### src/rtl/uart_abd_tx.sv
// UART transmitter for the auto-baud link: 8N1/8N2 frames, LSB first, with an
// optional sync character sent ahead of the data byte.
module uart_abd_tx #(
  parameter int unsigned BIT_DIV   = 16,
  parameter int unsigned STOP_BITS = 1,
  parameter logic [7:0]  SYNC_CHAR = 8'h55
) (
  input  logic       clk,
  input  logic       rst,
  input  logic [7:0] brg,
  input  logic [7:0] tx_data,
  input  logic       tx_start,
  input  logic       send_sync,
  output logic       UxTX,
  output logic       tx_busy,
  output logic       UxTXIF
);

  localparam int unsigned CW    = 13;
  localparam int unsigned NSTOP = (STOP_BITS == 2) ? 2 : 1;

  typedef enum logic [1:0] {IDLE, START, DATA, STOP} state_e;

  state_e        state_q;
  logic [CW-1:0] cnt_q, cnt_d;
  logic [7:0]    brg_q;
  logic [7:0]    data_q;
  logic [7:0]    shift_q;
  logic          sync_q;
  logic [2:0]    bit_q;
  logic          stop_q;
  logic          tx_q;
  logic          busy_q;
  logic          txif_q;

  logic [CW-1:0] lim_m1;
  logic          bit_tick;

  always_comb begin
    lim_m1   = CW'(BIT_DIV) * (CW'(brg_q) + CW'(1)) - CW'(1);
    bit_tick = (state_q != IDLE) && (cnt_q == lim_m1);
    cnt_d    = cnt_q + CW'(1);
    if (state_q == IDLE || bit_tick) begin
      cnt_d = '0;
    end
  end

  always_ff @(posedge clk or posedge rst) begin
    if (rst) begin
      state_q <= IDLE;
      cnt_q   <= '0;
      brg_q   <= '0;
      data_q  <= '0;
      shift_q <= '0;
      sync_q  <= 1'b0;
      bit_q   <= '0;
      stop_q  <= 1'b0;
      tx_q    <= 1'b1;
      busy_q  <= 1'b0;
      txif_q  <= 1'b0;
    end else begin
      txif_q <= 1'b0;
      cnt_q  <= cnt_d;
      case (state_q)
        IDLE: begin
          if (tx_start && !busy_q) begin
            brg_q   <= brg;
            data_q  <= tx_data;
            sync_q  <= send_sync;
            shift_q <= send_sync ? SYNC_CHAR : tx_data;
            tx_q    <= 1'b0;
            busy_q  <= 1'b1;
            state_q <= START;
          end
        end
        START: begin
          if (bit_tick) begin
            tx_q    <= shift_q[0];
            bit_q   <= '0;
            state_q <= DATA;
          end
        end
        DATA: begin
          if (bit_tick) begin
            if (bit_q == 3'd7) begin
              tx_q    <= 1'b1;
              stop_q  <= 1'b0;
              state_q <= STOP;
            end else begin
              shift_q <= shift_q >> 1;
              tx_q    <= shift_q[1];
              bit_q   <= bit_q + 3'd1;
            end
          end
        end
        STOP: begin
          if (bit_tick) begin
            if ((NSTOP == 2) && !stop_q) begin
              stop_q <= 1'b1;
            end else if (sync_q) begin
              // Sync frame done: chain straight into the data frame's start bit.
              sync_q  <= 1'b0;
              shift_q <= data_q;
              tx_q    <= 1'b0;
              state_q <= START;
            end else begin
              busy_q  <= 1'b0;
              txif_q  <= 1'b1;
              state_q <= IDLE;
            end
          end
        end
        default: state_q <= IDLE;
      endcase
    end
  end

  assign UxTX    = tx_q;
  assign tx_busy = busy_q;
  assign UxTXIF  = txif_q;

endmodule

### config.mk
export PLATFORM = sky130hd
export DESIGN_NAME = uart_abd_tx
export DESIGN_NICKNAME = d
export VERILOG_FILES = /design/src/rtl/uart_abd_tx.sv
export SDC_FILE = /design/constraint.sdc
export NUM_CORES = 1
export LEC_CHECK = 0
export ABC_AREA = 0
export CAP_MARGIN = 20
export CORE_MARGIN = 2
export CORE_UTILIZATION = 40
export CTS_CLUSTER_SIZE = 30
export DETAILED_ROUTE_END_ITERATION = 7
export MAX_ROUTING_LAYER = met4
export PLACE_DENSITY = 0.56
export REMOVE_ABC_BUFFERS = 1
export SYNTH_ARGS = -nofsm -noshare
export SYNTH_HDL_FRONTEND = slang
export SYNTH_SLANG_ARGS = --single-unit
### constraint.sdc
create_clock -name clk -period 4 [get_ports clk]
set_input_delay 0.4 -clock clk [delete_from_list [all_inputs] [get_ports clk]]
set_output_delay 0.4 -clock clk [all_outputs]
set_load 0.005 [all_outputs]
==> results of run 1 <==
[power groups by stage]
stage                     Combinational, mW  Clock [mW]  Sequential [mW]
after floorplan                      0.0105           0            0.476
after global placement               0.0352           0            0.477
after detailed placement             0.0350           0            0.477
after CTS                            0.0351       0.330            0.468
after global routing                 0.0408       0.347            0.468
final                                0.0365       0.320            0.468
[cells by family after synthesis]
kind of cell	synth area share (%)
fa+ha+maj	3.75
xor+xnor	8.53
buf+inv	3.19
mux	10.8
compound gates	14.4
flops	43.2
simple gates	16.1
[layer usage]
layer | wire length, µm | share of wire (%) | vias to the layer above | track usage [%]
li1 | - | - | 953 | -
met2 | 2370 | 43 | 42 | 23.5
met5 | 0 | 0 | - | -
met1 | 2830 | 52 | 960 | 23.6
met4 | 74 | 1.3 | 0 | 5.19
met3 | 206 | 3.8 | 8 | 3.27
[critical path: stages, from the launching register on]
cell and delay (ps):
sky130_fd_sc_hd__dfrtp_1 530, sky130_fd_sc_hd__ha_1 320, sky130_fd_sc_hd__nand2_1 150, sky130_fd_sc_hd__a21oi_1 190
sky130_fd_sc_hd__o221ai_1 140, sky130_fd_sc_hd__a2111o_1 460, sky130_fd_sc_hd__nor3_4 210, sky130_fd_sc_hd__nand4_2 180
sky130_fd_sc_hd__a221oi_4 530, sky130_fd_sc_hd__mux2_2 390
[flip-flops by register name (all words and copies together), names as in the netlist]
register,cells
cnt_q,13
brg_q,8
data_q,8
shift_q,8
bit_q,3
state_q,2
UxTX,1
UxTXIF,1
sync_q,1
tx_busy,1
[placed cells by master, fill, tap and decap left out, types with 8 or more instances in the layout]
cell type                         synthesis  layout
sky130_fd_sc_hd__o21ai_0                 10      10
sky130_fd_sc_hd__clkdlybuf4s50_1          0      22
sky130_fd_sc_hd__nand3_1                 10      10
sky130_fd_sc_hd__xor2_1                  10      10
sky130_fd_sc_hd__nand2_1                 10      10
sky130_fd_sc_hd__dfrtp_1                 45      45
sky130_fd_sc_hd__mux2_2                  23      23
sky130_fd_sc_hd__ha_1                     8       8
sky130_fd_sc_hd__nor2_1                  26      26
sky130_fd_sc_hd__xnor2_1                 16      16
[layout make-up]
type,count,share of cell area [%]
Inverter,8,0.985
Clock inverter,3,0.944
Sequential cell,46,37.8
Multi-Input combinational cell,190,47.0
Tap cell,77,3.16
Timing Repair Buffer,23,7.88
Clock buffer,5,2.26
[how the worst max path moves through the flow]
stage | slack, ps | endpoint | from
floorplan | 1080 | shift_q[0] | brg_q[0]
global placement | 880 | shift_q[2] | brg_q[0]
detailed placement | 830 | shift_q[0] | brg_q[0]
CTS | 820 | shift_q[0] | brg_q[0]
global route | 600 | shift_q[6] | brg_q[0]
finish | 800 | shift_q[0] | brg_q[0]
==> run_summary.xml, run 1 <==
<?xml version="1.0" encoding="UTF-8"?>
<metrics>
  <group name="clocking">
    <metric name="postcts_setup_bufs" unit="">0</metric>
    <metric name="clk_root_buffer_cell" unit="">sky130_fd_sc_hd__clkbuf_8</metric>
    <metric name="clock_tree.htree_level_count" unit="">2</metric>
    <metric name="cts_inserted_buffers" unit="">5</metric>
    <metric name="post_cts_resize_count" unit="">0</metric>
    <metric name="clkSinkCount" unit="">46</metric>
    <metric name="tritoncts" unit="">done</metric>
    <metric name="max_clock_buf_depth" unit="">2</metric>
    <metric name="hold_buffers" unit="">0</metric>
    <metric name="clkSlewWorstSetupHoldPaths" unit="ps">100</metric>
    <metric name="worstSkewPairLatency" unit="ps">320</metric>
  </group>
  <group name="setup_path">
    <metric name="data_arrival_time_of_the_critical_path" unit="ps">3410</metric>
    <metric name="worstSetupPathType" unit="">flip-flop to flip-flop</metric>
    <metric name="reg2reg_from" unit="">brg_q[0]</metric>
    <metric name="endpoint_required_time_on_the_critical_path" unit="ps">4210</metric>
    <metric name="reg2reg_slack" unit="ps">800</metric>
    <metric name="critical_path_launch_point_type" unit="">flip-flop</metric>
    <metric name="worst_r2r_endpoint" unit="">shift_q[0]</metric>
    <metric name="reg2regPathDepth" unit="">9</metric>
    <metric name="crit_path_max_fanout" unit="">11</metric>
    <metric name="critPathCaptureType" unit="">flip-flop</metric>
  </group>
  <group name="yosys">
    <metric name="ys_top_cells_by_count" unit="">45 x sky130_fd_sc_hd__dfrtp_1, 26 x sky130_fd_sc_hd__nor2_1, 23 x sky130_fd_sc_hd__mux2_2</metric>
    <metric name="synth_largest_area_cell" unit="">sky130_fd_sc_hd__dfrtp_1</metric>
    <metric name="ys_dominant_reg_cell" unit="">sky130_fd_sc_hd__dfrtp_1</metric>
    <metric name="synth-seq-cells" unit="">46</metric>
    <metric name="synth-async-reset-ratio" unit="%">100</metric>
    <metric name="synth_warnings" unit="">0</metric>
    <metric name="synth_seq_area_share" unit="%">43.2</metric>
    <metric name="synth_cell_types" unit="">54</metric>
    <metric name="synthCells" unit="">255</metric>
    <metric name="yosysTopAreaCellShare" unit="%">42.2</metric>
    <metric name="most_numerous_cell_in_the_yosys_netlist" unit="">sky130_fd_sc_hd__dfrtp_1</metric>
    <metric name="syn-mean-instance-area" unit="µm²">10.5</metric>
    <metric name="synth_enable_flop_cells" unit="">0</metric>
    <metric name="post_synth_main_area_contributors" unit="">sky130_fd_sc_hd__dfrtp_1 42%, sky130_fd_sc_hd__mux2_2 9.7%, sky130_fd_sc_hd__xnor2_1 5.3%</metric>
    <metric name="syn_area" unit="µm²">2670</metric>
  </group>
  <group name="routing">
    <metric name="drt-total-wl" unit="µm">5490</metric>
    <metric name="iteration_0_drc_count_of_the_detailed_router" unit="">122</metric>
    <metric name="drt-wirelength-per-cell" unit="µm">15.6</metric>
    <metric name="route.vias.total" unit="">1963</metric>
    <metric name="postRouteAntennaNets" unit="">0</metric>
    <metric name="post_drt_via_cell_ratio" unit="">5.58</metric>
    <metric name="detailedRoute.firstPassIterationCount" unit="">6</metric>
    <metric name="route.detailed.drc" unit="">0</metric>
  </group>
  <group name="sta">
    <metric name="worst-slew-pin-transition" unit="ps">905</metric>
    <metric name="max_slew_margin" unit="%">39.5</metric>
    <metric name="report.final.slew_viol_count" unit="">0</metric>
    <metric name="layout_min_cycle_time" unit="ps">3200</metric>
    <metric name="timing.fmax" unit="MHz">313</metric>
    <metric name="final_worst_setup_slack" unit="ps">802</metric>
    <metric name="finalClockSkew" unit="ps">11.1</metric>
    <metric name="layout_worst_path_cycle_share" unit="%">80.0</metric>
    <metric name="whs" unit="ps">401</metric>
    <metric name="timing.final.hold_violations" unit="">0</metric>
    <metric name="setup_repair_after_global_routing_missed_its_margin" unit="">no</metric>
    <metric name="report.final.setup_viol" unit="">0</metric>
    <metric name="finalSetupTns" unit="ps">0</metric>
  </group>
  <group name="job">
    <metric name="drv.max_cap_violation_count" unit="">0</metric>
  </group>
  <group name="finish">
    <metric name="layout.cells.non_filler" unit="">352</metric>
    <metric name="final-seq-area" unit="µm²">1150</metric>
    <metric name="insertedDiodeCount" unit="">0</metric>
    <metric name="area_of_all_placed_cells_without_fillers" unit="µm²">3050</metric>
    <metric name="nFillCells" unit="">621</metric>
    <metric name="nNetsFinal" unit="">302</metric>
    <metric name="post-route-util" unit="%">47.7</metric>
    <metric name="drive_gt1_share" unit="%">16.7</metric>
    <metric name="multiInputGateArea" unit="µm²">1430</metric>
    <metric name="flow.area_growth_from_synthesis" unit="%">14.2</metric>
  </group>
  <group name="die">
    <metric name="floorplan.initialDensity" unit="%">41.8</metric>
    <metric name="fp-row-count" unit="">29</metric>
    <metric name="io-pin-count" unit="">23</metric>
    <metric name="die_h" unit="µm">85.7</metric>
    <metric name="core_area" unit="µm²">6390</metric>
    <metric name="design.die.area" unit="µm²">7340</metric>
    <metric name="die_w" unit="µm">85.7</metric>
  </group>
  <group name="status">
    <metric name="outcome" unit="">complete, no violations</metric>
  </group>
  <group name="pwr">
    <metric name="swShare" unit="%">25.0</metric>
    <metric name="power.sequential.fraction" unit="%">56.7</metric>
    <metric name="total_design_power" unit="mW">0.824</metric>
    <metric name="pwr-share-clk" unit="%">38.8</metric>
    <metric name="net-switching-power" unit="mW">0.206</metric>
    <metric name="cellPowerDensity" unit="nW/µm²">270</metric>
    <metric name="pwr-share-comb" unit="%">4.4</metric>
    <metric name="ir_drop" unit="V">0.000119</metric>
    <metric name="p_int" unit="mW">0.618</metric>
    <metric name="leakagePower" unit="nW">1.36</metric>
  </group>
  <group name="global_routing">
    <metric name="grt_overflow" unit="">0</metric>
    <metric name="grt_antenna_before_repair" unit="">0</metric>
    <metric name="grtUsageTotal" unit="%">16.5</metric>
    <metric name="grt_start_max_net_pins" unit="">47</metric>
    <metric name="first_global_vias" unit="">1888</metric>
    <metric name="grt_first_pass_wirelength" unit="µm">9340</metric>
  </group>
  <group name="place">
    <metric name="post-dp-hpwl" unit="µm">3680</metric>
    <metric name="placedInstanceArea" unit="µm²">2930</metric>
    <metric name="place_worst_setup_slack" unit="ps">829</metric>
    <metric name="port-buffer-count" unit="">22</metric>
    <metric name="post-place-cells" unit="">343</metric>
    <metric name="final_weighted_congestion_of_routability_driven_global_placement" unit="">0.799</metric>
  </group>
  <group name="hold_path">
    <metric name="min-delay-path-class" unit="">input port to async pin</metric>
  </group>
</metrics>
(Power assumes the default switching activity.)
==> run 2, diff against run 1 <==
--- a/config.mk
+++ b/config.mk
@@ -12,7 +12,7 @@
 export CTS_CLUSTER_SIZE = 30
 export DETAILED_ROUTE_END_ITERATION = 7
 export MAX_ROUTING_LAYER = met4
-export PLACE_DENSITY = 0.56
+export PLACE_DENSITY = 0.58
 export REMOVE_ABC_BUFFERS = 1
 export SYNTH_ARGS = -nofsm -noshare
 export SYNTH_HDL_FRONTEND = slang
==> constraint.sdc (replaced) <==
create_clock -name clk -period 2.9 [get_ports clk]
set_input_delay 0.29 -clock clk [delete_from_list [all_inputs] [get_ports clk]]
set_output_delay 0.29 -clock clk [all_outputs]
set_load 0.005 [all_outputs]
==> run 2 against run 1 <==
Effect of this change: via count rose by 1.8%; core utilization rose by 2.5 points; sequential share of layout area fell by 1.9 points; largest cell class unchanged.
==> run_summary.xml, run 2 (synthesized netlist as in run 1, its figures left out) <==
<?xml version="1.0" encoding="UTF-8"?>
<metrics>
  <group name="setup_path">
    <metric name="worstSetupPathType" unit="">flip-flop to flip-flop</metric>
    <metric name="data_arrival_time_of_the_critical_path" unit="ps">2970</metric>
    <metric name="crit_path_max_fanout" unit="">8</metric>
    <metric name="crit_path_max_incr_delay" unit="ps">400</metric>
    <metric name="critical_path.n_buffers_inverters" unit="">2</metric>
    <metric name="slowest_stage" unit="">sky130_fd_sc_hd__dfrtp_1</metric>
    <metric name="critical_path.top_delay_family" unit="">compound AO/OA/AOI/OAI gates</metric>
    <metric name="critPathCaptureType" unit="">flip-flop</metric>
    <metric name="crit_path_cell_chain" unit="">buf_4, and3_4, or3_1, a31o_2, o21a_1, a211o_1, a41oi_1, a221oi_4, buf_6, mux2_2</metric>
    <metric name="critical_path_launch_point_type" unit="">flip-flop</metric>
    <metric name="endpoint_required_time_on_the_critical_path" unit="ps">3100</metric>
  </group>
  <group name="job">
    <metric name="drv.max_cap_violation_count" unit="">0</metric>
  </group>
  <group name="global_routing">
    <metric name="grtUsageTotal" unit="%">16.6</metric>
    <metric name="grt_util_met2" unit="%">23.4</metric>
    <metric name="grt_antenna_before_repair" unit="">0</metric>
    <metric name="grt_first_pass_wirelength" unit="µm">9400</metric>
    <metric name="grt_overflow" unit="">0</metric>
    <metric name="grt_most_used_layer" unit="">met1</metric>
    <metric name="grt_start_max_net_pins" unit="">27</metric>
    <metric name="grt_use_met3" unit="%">3.08</metric>
    <metric name="first_global_vias" unit="">1942</metric>
    <metric name="grtUsageMet1" unit="%">23.9</metric>
  </group>
  <group name="pwr">
    <metric name="total_design_power" unit="mW">1.27</metric>
    <metric name="ir_drop" unit="V">0.000259</metric>
    <metric name="leakagePower" unit="nW">1.44</metric>
    <metric name="cellPowerDensity" unit="nW/µm²">395</metric>
  </group>
  <group name="routing">
    <metric name="postRouteAntennaNets" unit="">0</metric>
    <metric name="drt-total-wl" unit="µm">5440</metric>
    <metric name="route.vias.total" unit="">1998</metric>
    <metric name="post_drt_via_cell_ratio" unit="">5.47</metric>
    <metric name="drt-wirelength-per-cell" unit="µm">14.9</metric>
    <metric name="detailedRoute.firstPassIterationCount" unit="">6</metric>
    <metric name="route.detailed.drc" unit="">0</metric>
    <metric name="iteration_0_drc_count_of_the_detailed_router" unit="">134</metric>
  </group>
  <group name="sta">
    <metric name="finalClockSkew" unit="ps">13.7</metric>
    <metric name="layout_min_cycle_time" unit="ps">2780</metric>
    <metric name="report.final.setup_viol" unit="">0</metric>
    <metric name="max_slew_margin" unit="%">55.3</metric>
    <metric name="timing.final.hold_violations" unit="">0</metric>
    <metric name="finalSetupTns" unit="ps">0</metric>
    <metric name="worst-slew-pin-transition" unit="ps">671</metric>
    <metric name="report.final.slew_viol_count" unit="">0</metric>
    <metric name="timing.fmax" unit="MHz">360</metric>
    <metric name="layout_worst_path_cycle_share" unit="%">95.7</metric>
  </group>
  <group name="die">
    <metric name="core_area" unit="µm²">6390</metric>
    <metric name="fp-row-count" unit="">29</metric>
    <metric name="design.die.area" unit="µm²">7340</metric>
    <metric name="io-pin-count" unit="">23</metric>
    <metric name="die_w" unit="µm">85.7</metric>
    <metric name="floorplan.initialDensity" unit="%">41.8</metric>
    <metric name="die_h" unit="µm">85.7</metric>
  </group>
  <group name="finish">
    <metric name="insertedDiodeCount" unit="">0</metric>
    <metric name="nFillCells" unit="">590</metric>
    <metric name="most_frequent_cells_in_the_layout" unit="">45 x sky130_fd_sc_hd__dfrtp_1, 26 x sky130_fd_sc_hd__nor2_1, 23 x sky130_fd_sc_hd__mux2_2</metric>
    <metric name="largest_register_ff_count" unit="">13</metric>
    <metric name="drive_gt1_share" unit="%">21.9</metric>
    <metric name="nNetsFinal" unit="">315</metric>
    <metric name="regMostFlops" unit="">cnt_q</metric>
    <metric name="layout.cells.most_common" unit="">sky130_fd_sc_hd__dfrtp_1</metric>
    <metric name="area_of_all_placed_cells_without_fillers" unit="µm²">3210</metric>
    <metric name="flow.area_growth_from_synthesis" unit="%">20.1</metric>
  </group>
  <group name="clocking">
    <metric name="clock_tree.htree_level_count" unit="">2</metric>
    <metric name="cts_inserted_buffers" unit="">5</metric>
    <metric name="clk_root_buffer_cell" unit="">sky130_fd_sc_hd__clkbuf_8</metric>
    <metric name="clkSlewWorstSetupHoldPaths" unit="ps">90</metric>
    <metric name="max_clock_buf_depth" unit="">2</metric>
    <metric name="tritoncts" unit="">done</metric>
    <metric name="worstSkewPairLatency" unit="ps">310</metric>
    <metric name="clkSinkCount" unit="">46</metric>
  </group>
  <group name="place">
    <metric name="final_weighted_congestion_of_routability_driven_global_placement" unit="">0.881</metric>
    <metric name="placedInstanceArea" unit="µm²">3020</metric>
    <metric name="port-buffer-count" unit="">22</metric>
    <metric name="post-dp-hpwl" unit="µm">3900</metric>
  </group>
  <group name="hold_path">
    <metric name="min-delay-path-class" unit="">input port to async pin</metric>
  </group>
  <group name="status">
    <metric name="outcome" unit="">complete, no violations</metric>
  </group>
</metrics>
[run 2: power breakdown]
| part | switching (mW) | internal (mW) |
|---|---|---|
| logic | 0.0211 | 0.0267 |
| clock network | 0.228 | 0.345 |
| registers | 0.00206 | 0.643 |
| total | 0.252 | 1.01 |
[run 2: timing repair]
action | 4_1_cts | 5_1_grt
setup buffers | 0 | 2
setup endpoints to repair | 0 | 13
hold buffers | 0 | 0
gates resized for setup | 0 | 6
[run 2: final timing paths]
kind | to | slack [ps] | startpoint | cells after the start
max | shift_q[7] | 120 | brg_q[1] | 10
min | brg_q[5] | 340 | rst | 2
max reg2reg | shift_q[7] | 120 | brg_q[1] | 10
min reg2reg | cnt_q[0] | 460 | cnt_q[0] | 1
max in group asynchronous | UxTX | 1820 | rst | 3
min in group clk | cnt_q[0] | 460 | cnt_q[0] | 1
[run 2: worst register-to-register path: stages (launching register included)]
cell and delay (ps):
sky130_fd_sc_hd__dfrtp_1 400, sky130_fd_sc_hd__buf_4 170, sky130_fd_sc_hd__and3_4 190, sky130_fd_sc_hd__or3_1 300, sky130_fd_sc_hd__a31o_2 240, sky130_fd_sc_hd__o21a_1 220
sky130_fd_sc_hd__a211o_1 340, sky130_fd_sc_hd__a41oi_1 300, sky130_fd_sc_hd__a221oi_4 100, sky130_fd_sc_hd__buf_6 160, sky130_fd_sc_hd__mux2_2 260
[run 2: per-layer routing]
layer  part of all wire (%)  wire, µm  up-vias
met1                     51      2750      958
met5                      0         0        -
li1                       -         -      990
met4                    1.7        92        0
met3                    3.6       195       10
met2                     44      2400       40
[run 2: through the flow]
stage / setup slack (ps) / utilization, % / cells / hold slack [ps]
2_1_floorplan: -15.4 / - / 244 / 433
3_3_place_gp: 76.8 / 47.3 / 355 / 451
3_5_place_dp: 55.6 / 47.3 / 355 / 458
4_1_cts: 33.4 / 49.5 / 363 / 354
5_1_grt: -5.51 / 50.2 / 365 / 405
6_report: 124 / 50.2 / 365 / 344
[run 2: layout make-up]
class                           count  area, µm²  area share (%)
Clock buffer                        5       68.8            2.15
Timing Repair Buffer               36        329            10.3
Clock inverter                      3       68.8            2.15
Multi-Input combinational cell    190       1460            45.6
Inverter                            8       30.0           0.937
Sequential cell                    46       1150            35.9
Tap cell                           77       96.3            3.01
